==> config.mk <==
export PLATFORM = sky130hd
export DESIGN_NAME = uart_tx_buffer
export DESIGN_NICKNAME = d
export VERILOG_FILES = /design/src/rtl/uart_tx_buffer.sv
export SDC_FILE = /design/constraint.sdc
export NUM_CORES = 1
export LEC_CHECK = 0
export ABC_AREA = 1
export BUFFER_PORTS_ARGS = -buffer_cell sky130_fd_sc_hd__buf_2
export CAP_MARGIN = 10
export CORE_MARGIN = 2
export CORE_UTILIZATION = 35
export CTS_CLUSTER_SIZE = 25
export DETAILED_ROUTE_END_ITERATION = 8
export HOLD_SLACK_MARGIN = 0.02
export SLEW_MARGIN = 40
export SYNTH_ARGS = -nofsm -noshare
export SYNTH_HDL_FRONTEND = slang
export SYNTH_SLANG_ARGS = --single-unit
==> constraint.sdc <==
create_clock -name clock -period 2.6 [get_ports clock]
set_input_delay 0.39 -clock clock [delete_from_list [all_inputs] [get_ports clock]]
set_output_delay 0.39 -clock clock [all_outputs]
set_load 0.02 [all_outputs]
==> src/rtl/uart_tx_buffer.sv <==
// uart_tx_buffer: character FIFO between the SoC UART transmit port and the console printer.
// Bytes are accepted under a valid/ready handshake. They are drained as one-cycle out_valid
// pulses, with DRAIN_GAP idle cycles forced after every emitted byte.
// A byte with bit 7 set is the end-of-simulation marker. Once the marker is accepted, input is
// refused, the queue drains, the marker is emitted last, and the block stays idle until reset.
//
// Optional feature (macro undefined by default):
//   UART_TX_BUFFER_CRLF_EN - a popped 0x0A is emitted as 0x0D followed by 0x0A.
//
// Ports:
//   clock     - sole clock, rising edge
//   reset     - asynchronous active-low reset
//   in_valid  - SoC presents in_ch
//   in_ch     - byte from the SoC; bit 7 set marks end of simulation
//   in_ready  - buffer accepts in_ch this cycle
//   out_valid - one-cycle pulse per emitted byte (registered)
//   out_ch    - emitted byte (registered); only meaningful with out_valid
//   level     - FIFO occupancy
//   done      - marker has been emitted; sticky until reset
module uart_tx_buffer #(
   parameter int unsigned DEPTH     = 16,
   parameter int unsigned DRAIN_GAP = 0
) (
   input  logic                   clock,
   input  logic                   reset,
   input  logic                   in_valid,
   input  logic [7:0]             in_ch,
   output logic                   in_ready,
   output logic                   out_valid,
   output logic [7:0]             out_ch,
   output logic [$clog2(DEPTH):0] level,
   output logic                   done
);

   localparam int unsigned PtrW = $clog2(DEPTH);
   localparam int unsigned GapW = (DRAIN_GAP > 0) ? $clog2(DRAIN_GAP + 1) : 1;
   localparam logic [PtrW:0]   LevelFull = (PtrW + 1)'(DEPTH);
   localparam logic [GapW-1:0] GapLoad   = GapW'(DRAIN_GAP);

   typedef enum logic [1:0] {StRun, StEnding, StDone} state_e;

   state_e          state_q, state_d;
   logic [7:0]      mem_q [DEPTH];
   logic [PtrW-1:0] wr_ptr_q, wr_ptr_d, rd_ptr_q, rd_ptr_d;
   logic [PtrW:0]   level_q, level_d;
   logic [GapW-1:0] gap_q, gap_d;
   logic            out_valid_q, out_valid_d;
   logic [7:0]      out_ch_q, out_ch_d;
   logic            done_q, done_d;

   logic            push, emit, pop, marker_out;
   logic [7:0]      head, emit_ch;

   assign head = mem_q[rd_ptr_q];
   assign push = in_valid && in_ready;
   assign emit = (level_q != '0) && (gap_q == '0);

`ifdef UART_TX_BUFFER_CRLF_EN
   logic cr_sent_q, cr_sent_d;
   logic cr_slot;

   // First slot for a queued LF carries the CR; the entry stays queued until its LF slot.
   assign cr_slot = (head == 8'h0A) && !cr_sent_q;
   assign emit_ch = cr_slot ? 8'h0D : head;
   assign pop     = emit && !cr_slot;

   always_comb begin
      cr_sent_d = cr_sent_q;
      if (emit) begin
         cr_sent_d = cr_slot;
      end
   end

   always_ff @(posedge clock or negedge reset) begin
      if (!reset) begin
         cr_sent_q <= 1'b0;
      end else begin
         cr_sent_q <= cr_sent_d;
      end
   end
`else
   assign emit_ch = head;
   assign pop     = emit;
`endif

   assign marker_out = pop && head[7];

   // FSM: state register
   always_ff @(posedge clock or negedge reset) begin
      if (!reset) begin
         state_q <= StRun;
      end else begin
         state_q <= state_d;
      end
   end

   // FSM: next state
   always_comb begin
      state_d = state_q;
      unique case (state_q)
         StRun:    if (push && in_ch[7]) state_d = StEnding;
         StEnding: if (marker_out)       state_d = StDone;
         StDone:                         state_d = StDone;
         default:                        state_d = StRun;
      endcase
   end

   // FSM: outputs; depends on registered state only, never on in_valid
   always_comb begin
      in_ready = (state_q == StRun) && (level_q != LevelFull);
   end

   // FIFO and drain datapath
   always_comb begin
      wr_ptr_d    = push ? wr_ptr_q + 1'b1 : wr_ptr_q;
      rd_ptr_d    = pop ? rd_ptr_q + 1'b1 : rd_ptr_q;
      level_d     = level_q;
      if (push && !pop) begin
         level_d = level_q + 1'b1;
      end else if (!push && pop) begin
         level_d = level_q - 1'b1;
      end
      gap_d = gap_q;
      if (emit) begin
         gap_d = GapLoad;
      end else if (gap_q != '0) begin
         gap_d = gap_q - 1'b1;
      end
      out_valid_d = emit;
      out_ch_d    = emit ? emit_ch : out_ch_q;
      done_d      = done_q || marker_out;
   end

   always_ff @(posedge clock or negedge reset) begin
      if (!reset) begin
         wr_ptr_q    <= '0;
         rd_ptr_q    <= '0;
         level_q     <= '0;
         gap_q       <= '0;
         out_valid_q <= 1'b0;
         out_ch_q    <= 8'h00;
         done_q      <= 1'b0;
      end else begin
         wr_ptr_q    <= wr_ptr_d;
         rd_ptr_q    <= rd_ptr_d;
         level_q     <= level_d;
         gap_q       <= gap_d;
         out_valid_q <= out_valid_d;
         out_ch_q    <= out_ch_d;
         done_q      <= done_d;
      end
   end

   // Storage needs no reset: occupancy is tracked by level_q alone.
   always_ff @(posedge clock) begin
      if (push) begin
         mem_q[wr_ptr_q] <= in_ch;
      end
   end

   assign out_valid = out_valid_q;
   assign out_ch    = out_ch_q;
   assign level     = level_q;
   assign done      = done_q;

endmodule

==> summary.txt, run 1 <==
Routing
  – Remaining DRCs: 0
  – WL final: 13600 um
  – Via count: 4002
  – DR pass1 iterations: 4
  – WL met2: 6800 um
  – M1 WL: 6070 um
  – Highest Signal Layer: met4
  – 1st-iter DRT viols: 305
  – Vias per inst: 5.01
  – ANT nets after route: 0
  – Met3 wire length: 463 um
  – Avg WL per Cell: 17.0 um

STA
  – Final hold violations: 0
  – Fin worst setup slack: 0.282 ns
  – Minimum clock period: approximately 2.3 ns
  – Final setup fails: 0
  – TNS Setup: 0 ns
  – FMAX: 431 MHz
  – Least-Margin Pin Slew: 0.674 ns
  – Slew HR: 0.551
  – Fin. max-slew vios: 0
  – Final period utilization: 0.891
  – RSZ-0062 raised after global routing: false
  – Clock skew: slightly below 0.007 ns

Place
  – DP Worst Slack: ~0.28 ns
  – Buffers on Ports: 26
  – DP HPWL: 8790 um
  – GP Congestion: between 0.7 and 0.8

Setup path
  – Slowest Stage Delay on Critical Path: 0.44 ns
  – Largest fanout on the critical path: 9
  – Critical path type: reg2reg
  – CP dominant cell by count: nand2_1
  – Worst Setup End Kind: flip-flop
  – Cell Chain, Critical Path: nor2_2, nand3_1, nand2_1, inv_1, nand2_1, inv_2, ha_1, inv_1, ha_1, a21oi_1, nand2_1, o21ai_0, a21oi_1, xor2_1
  – Slowest cell on the critical path: dfrtp_1
  – Data arrival time of the worst path: 2.62 ns
  – Worst EP required: 2.90 ns
  – CP Launch Type: flip-flop

Floorplanning
  – DIE HEIGHT: 139 um
  – Die area: about 19000 um^2
  – FP Rows: just under 50
  – Num ports: 27
  – Core Area: 17900 um^2
  – Starting Density: 0.354
  – Die W: 139 um

Layout
  – Number of diodes: 0
  – Layout cells sized above 1: 0.163
  – Final nets: 579
  – Area delta synth->final: 15.8%

Power
  – Pwr Density: 1140 nW/um^2
  – VDD IR max: roughly 0.50 mV
  – Leak Pwr: 2.65 nW

Clocking
  – Clk Latency, worst-skew pair: between 0.4 and 0.5 ns
  – Hold Buf Count CTS: 0
  – Worst-path clk slew: 0.06 ns
  – Post-CTS Setup Inserts: 0
  – CTS sink count: 153
  – TritonCTS Buffers: 17
  – Max Buffers Root-to-Sink: 2
  – H-tree depth: 4
  – TritonCTS clock tree: yes
  – Root buffer cell: clkbuf_16
  – Post-CTS Resized: 0

Global routing
  – Initial antenna violation count: 0
  – First-pass GRT wire length: approximately 22000 um
  – Gr usage total: 0.147
  – Vias in the first global route: roughly 4000
  – Largest net degree at the start of global routing: 48
  – Total gr overflow: 0

Synthesis
  – Post-Syn Nets: around 540
  – Ranking of synthesized cells by area: edfxtp_1, dfrtp_1, nor2_1, o21ai_0, o211ai_1
  – Post-synth cell types: 27
  – Syn Area/Cell: about 12 um^2
  – Synth area leader: edfxtp_1
  – Number of synthesized flops with an enable pin: between 100 and 150
  – Yosys top cell area share: 0.606
  – Sequential element share of the synthesized area: 0.704
  – Syn Inst Count: 514
  – Top FF cell, synth: edfxtp_1
  – Synthesized cell area: around 6300 um^2
  – Flops & latches, synth: 153
  – Asr flop ratio synth: 0.163
  – Synth warn: 0

Min path
  – Hold Path Class: in2async

Job
  – Max Cap Viol: 0

Run status
  – Status: complete, no violations
[path summary, 6_finish.rpt]
check                                      from                 endpoint  slack [ns]  cells past startpoint
max reg2reg                level[0]$_DFFE_PN0P_     level[3]$_DFFE_PN0P_        0.28                     14
min reg2reg                      done$_DFF_PN0_           done$_DFF_PN0_        0.47                      2
max in group asynchronous                 reset  rd_ptr_q[0]$_DFFE_PN0P_        2.12                      1
min                                       reset      out_valid$_DFF_PN0_        0.01                      1
max                        level[0]$_DFFE_PN0P_     level[3]$_DFFE_PN0P_        0.28                     14
min in group clock                     in_valid  wr_ptr_q[0]$_DFFE_PN0P_        0.29                      3
[state kept, by name (all words and copies together), names as in the netlist]
register and flops:
wr_ptr_q 4, rd_ptr_q 4, done 1, mem_q 128
state_q 2, level 5, out_valid 1, out_ch 8
[final cells by class]
type,count,area [um^2]
Timing Repair Buffer,51,318
Clock inverter,15,176
Inverter,19,71.3
Clock buffer,17,425
Multi-Input combinational cell,315,1600
Fill cell,1676,10600
Tap cell,229,287
Sequential cell,153,4470
[kinds of logic (layout without fill, tap and decap cells)]
| group | count (synthesis) | count (layout) | synth area share |
|---|---|---|---|
| xor+xnor | 9 | 9 | 0.0124 |
| fa+ha+maj | 11 | 11 | 0.0217 |
| simple gates | 194 | 194 | 0.125 |
| flops | 153 | 153 | 0.704 |
| compound gates | 101 | 101 | 0.0929 |
| buf+inv | 46 | 102 | 0.0442 |
[per-layer routing]
| layer | vias up | global-route usage |
|---|---|---|
| met4 | 0 | 0.0595 |
| li1 | 1913 | - |
| met1 | 1987 | 0.190 |
| met5 | - | 0 |
| met2 | 80 | 0.246 |
| met3 | 22 | 0.0280 |
[cells in the mapped netlist (all sizes together) (3+ instances only)]
cell type,count
dfrtp,25
o211ai,29
ha,11
inv,17
nor2,111
nand2,50
edfxtp,128
xor2,7
nand3,30
a31oi,7
buf,22
o21ai,61
clkbuf,5
a21oi,3
[critical path: cells and delay by family (launching register included)]
family	cells	cell delay, ns
AOI/OAI and AO/OA	3	0.36
xor gates and xnor gates	1	0.14
adders and majority gates	2	0.49
buffers and inverters	3	0.28
DFF	1	0.44
and+or+nand+nor	5	0.49
[through the flow]
stage | cell area (um^2) | instances | util | hold slack [ns] | total power (W)
2_1_floorplan | 6350 | 514 | - | 0.0944 | 0.00529
3_3_place_gp | 6740 | 767 | 0.377 | 0.453 | 0.00590
3_5_place_dp | 6740 | 767 | 0.377 | 0.459 | 0.00599
4_1_cts | 7350 | 799 | 0.410 | 0.0222 | 0.00847
5_1_grt | 7350 | 799 | 0.410 | 0.0572 | 0.00894
6_report | 7350 | 799 | 0.410 | 0.0109 | 0.00840
[cell usage in the layout, fill, tap and decap left out, drive strengths merged, types with 10 or more instances in the layout]
cell type and n:
edfxtp 128, nor2 111, o21ai 61, buf 51, nand2 50, nand3 30
o211ai 29, dfrtp 25, inv 19, clkbuf 17, ha 11, clkinv 10
[power breakdown]
part,internal (W),switching [W],total [W]
Sequential,0.00298,0.000220,0.00320
Clock,0.00151,0.000970,0.00248
Combinational,0.000900,0.00182,0.00272
Note: power is estimated with default switching activity, not from simulation.
==> inputs of run 2 (changes only) <==
--- a/config.mk
+++ b/config.mk
@@ -5,7 +5,7 @@
 export SDC_FILE = /design/constraint.sdc
 export NUM_CORES = 1
 export LEC_CHECK = 0
-export ABC_AREA = 1
+export ABC_AREA = 0
 export BUFFER_PORTS_ARGS = -buffer_cell sky130_fd_sc_hd__buf_2
 export CAP_MARGIN = 10
 export CORE_MARGIN = 2
==> run 2 against run 1 <==
Area after synthesis decreased by 2.8%; setup slack lost 0.083 ns; cell count down 23%; largest power group unchanged; clock skew grew 0.0066 ns; clock power is 8.5% higher; combinational power down 11%; first-iteration DRC count down 34%; largest cell class unchanged; routed wire length is 12% lower; fmax shrank 3.4%; utilization is 1.8 points higher; flip-flop and latch count did not move.
==> summary.txt, run 2 <==
Run status
  – Status: complete, no violations

Global routing
  – Total gr overflow: 0
  – First-pass GRT wire length: between 15000 and 20000 um
  – Vias in the first global route: 3172
  – Gr usage total: 0.139
  – Initial antenna violation count: 0
  – Largest net degree at the start of global routing: 26

Synthesis
  – Simple-Gate Fraction of Synth Area: 0.0416
  – Number of synthesized flops with an enable pin: 128
  – Post-synth top cells: edfxtp_1, mux4_2, dfrtp_1, and2_1, mux2i_1
  – Ranking of synthesized cells by area: edfxtp_1, mux4_2, dfrtp_1, mux2i_1, ha_1
  – Synth area leader: edfxtp_1
  – Post-Syn Nets: 347
  – Cell with the most instances after synthesis: edfxtp_1
  – Largest family of logic cells by synthesized area: multiplexers
  – Flops & latches, synth: between 150 and 200
  – Yosys top cell area share: 0.623
  – Mux cell area share after synthesis: 0.152
  – Syn Area/Cell: 19.0 um^2
  – Sequential element share of the synthesized area: 0.725
  – Synthesized cell area: just over 6000 um^2
  – Compound-cell area share of the yosys netlist: 0.0239
  – Asr flop ratio synth: 0.163
  – Adder-cell share of the synthesized area: 0.0223
  – XOR/XNOR share of the synthesized area: 0.0156
  – Top FF cell, synth: edfxtp_1
  – Syn Inst Count: ~330
  – Post-synth cell types: 36
  – Synth warn: 0

STA
  – Final hold violations: 0
  – Minimum clock period: 2.40 ns
  – RSZ-0062 raised after global routing: false
  – Clock skew: 0.0134 ns
  – Fin. max-slew vios: 0
  – FMAX: 417 MHz
  – Slew HR: 0.592
  – TNS Setup: 0 ns
  – Final setup fails: 0
  – Final period utilization: 0.923
  – Least-Margin Pin Slew: 0.612 ns

Setup path
  – Worst EP required: 2.89 ns
  – Worst Setup End Kind: flip-flop
  – Cell Chain, Critical Path: nor4_4, nor2b_1, ha_4, inv_1, ha_1, a21o_1, a21oi_2, xnor2_1, nor2_1, xor2_1
  – Data arrival time of the worst path: around 2.7 ns
  – Critical path type: reg2reg
  – CP Launch Type: flip-flop
  – Slowest Stage Delay on Critical Path: 0.45 ns
  – Slowest cell on the critical path: dfrtp_1
  – Largest fanout on the critical path: 5

Clocking
  – TritonCTS Buffers: 17
  – H-tree depth: 4
  – Worst-path clk slew: ~0.070 ns
  – Root buffer cell: clkbuf_16
  – CTS sink count: 153
  – Clk Latency, worst-skew pair: 0.42 ns
  – Max Buffers Root-to-Sink: 2
  – TritonCTS clock tree: yes

Layout
  – Final nets: 400
  – Most common cell after layout, fill and taps aside: edfxtp_1
  – Largest reg by FF count: mem_q
  – Core Util, Final: 0.429
  – Layout cells sized above 1: 0.322
  – Number of diodes: 0
  – Cell area after layout: ~7400 um^2
  – Fill count: 1441
  – Max reg flops: about 130
  – Area delta synth->final: 19.8%
  – Most used cells in the layout excluding fill and tap cells: edfxtp_1, mux4_2, buf_2

Min path
  – Hold Path Class: in2reg

Routing
  – WL final: roughly 12000 um
  – ANT nets after route: 0
  – 1st-iter DRT viols: 200
  – Remaining DRCs: 0
  – Vias per inst: 4.90
  – DR pass1 iterations: 4
  – Avg WL per Cell: 19.4 um
  – Via count: between 3000 and 4000

Place
  – Placed inst area: 6670 um^2
  – GP Congestion: between 0.7 and 0.8
  – Buffers on Ports: 26
  – DP HPWL: 7520 um

Job
  – Max Cap Viol: 0

Floorplanning
  – Core Area: approximately 17000 um^2
  – FP Rows: 48
  – Die area: 18700 um^2
  – Die W: 137 um
  – DIE HEIGHT: 137 um
  – Starting Density: 0.358
  – Num ports: 27

Power
  – VDD IR max: 0.524 mV
  – Total design power: around 0.0083 W
  – Leak Pwr: about 2.6 nW
  – Pwr Density: 1130 nW/um^2
## run 2: cell types whose count changed after synthesis, moves of 9 or more
cell,before,now
o21ai_1,13,1
a21oi_1,3,12
and2_1,0,16
o211ai_1,29,0
o21ai_0,48,3
mux2i_1,0,16
nand3_1,30,0
nand2_1,49,12
mux4_2,0,30
nor2_1,109,5
## run 2: through the flow
| stage | hold WS [ns] | setup slack [ns] | std cells |
|---|---|---|---|
| floorplan | 0.0944 | 0.00840 | 325 |
| CTS | 0.342 | 0.0222 | 613 |
| detailed placement | 0.433 | 0.00729 | 580 |
| global route | 0.350 | 0.0306 | 616 |
| finish | 0.355 | 0.199 | 616 |
| global placement | 0.425 | 0.136 | 580 |
## run 2: final timing paths
check / start / endpoint / slack, ns / cells past startpoint
worst max-delay path: level[3]$_DFFE_PN0P_ / level[3]$_DFFE_PN0P_ / 0.20 / 10
worst min-delay path: in_ch[3] / mem_q[2][3]$_DFFE_PP_ / 0.35 / 1
worst max register to register: level[3]$_DFFE_PN0P_ / level[3]$_DFFE_PN0P_ / 0.20 / 10
worst min register to register: done$_DFF_PN0_ / done$_DFF_PN0_ / 0.46 / 1
max in group asynchronous: reset / rd_ptr_q[0]$_DFFE_PN0P_ / 1.63 / 2
min in group asynchronous: reset / out_ch[2]$_DFFE_PN0P_ / 0.53 / 2
## run 2: cells by family (layout without fill, tap and decap cells)
family | count (synthesis) | in the layout
multiplexers | 55 | 55
flip-flops | 153 | 153
buffers and inverters | 23 | 89
adder cells (fa/ha/maj) | 11 | 11
AO/OA/AOI/OAI | 26 | 26
XOR/XNOR | 11 | 11
AND/OR/NAND/NOR | 46 | 46
## run 2: worst max-delay path, delay by kind of cell (launching register included)
kind	cells	cell delay, ns
buffers and inverters	1	0.06
XOR/XNOR	2	0.27
adder cells (fa/ha/maj)	2	0.50
AO/OA/AOI/OAI	2	0.34
flip-flops	1	0.45
AND/OR/NAND/NOR	3	0.65
## run 2: report_power, final
part	internal (W)	switching, W
Combinational	0.00118	0.00125
Clock	0.00170	0.000985
Sequential	0.00296	0.000244
Total	0.00584	0.00248
## run 2: area by class of cell
class                   instances  area [um^2]  area share
flip-flops and latches        153         4470       0.605
multi-input cells             149         1610       0.218
clock buffers                  21          470      0.0637
repair buffers                 48          335      0.0454
well taps                     225          282      0.0381
clock inverters                11          183      0.0247
inverters                       9         33.8     0.00457
## run 2: per-layer routing
layer | vias up | wire [um] | GRT usage
met3 | 6 | 569 | 0.0352
li1 | 1388 | - | -
met5 | - | 0 | 0
met1 | 1559 | 5130 | 0.179
met4 | 0 | 101 | 0.0486
met2 | 66 | 6140 | 0.229
## run 2: what timing repair did
| action | CTS | global route |
|---|---|---|
| hold buffers | 1 | 0 |
| resized for setup | 1 | 5 |
| endpoints found under the setup margin | 1 | 3 |
| endpoints found under the hold margin | 25 | 0 |
| buffers inserted | 0 | 3 |
| cloned | 0 | 0 |
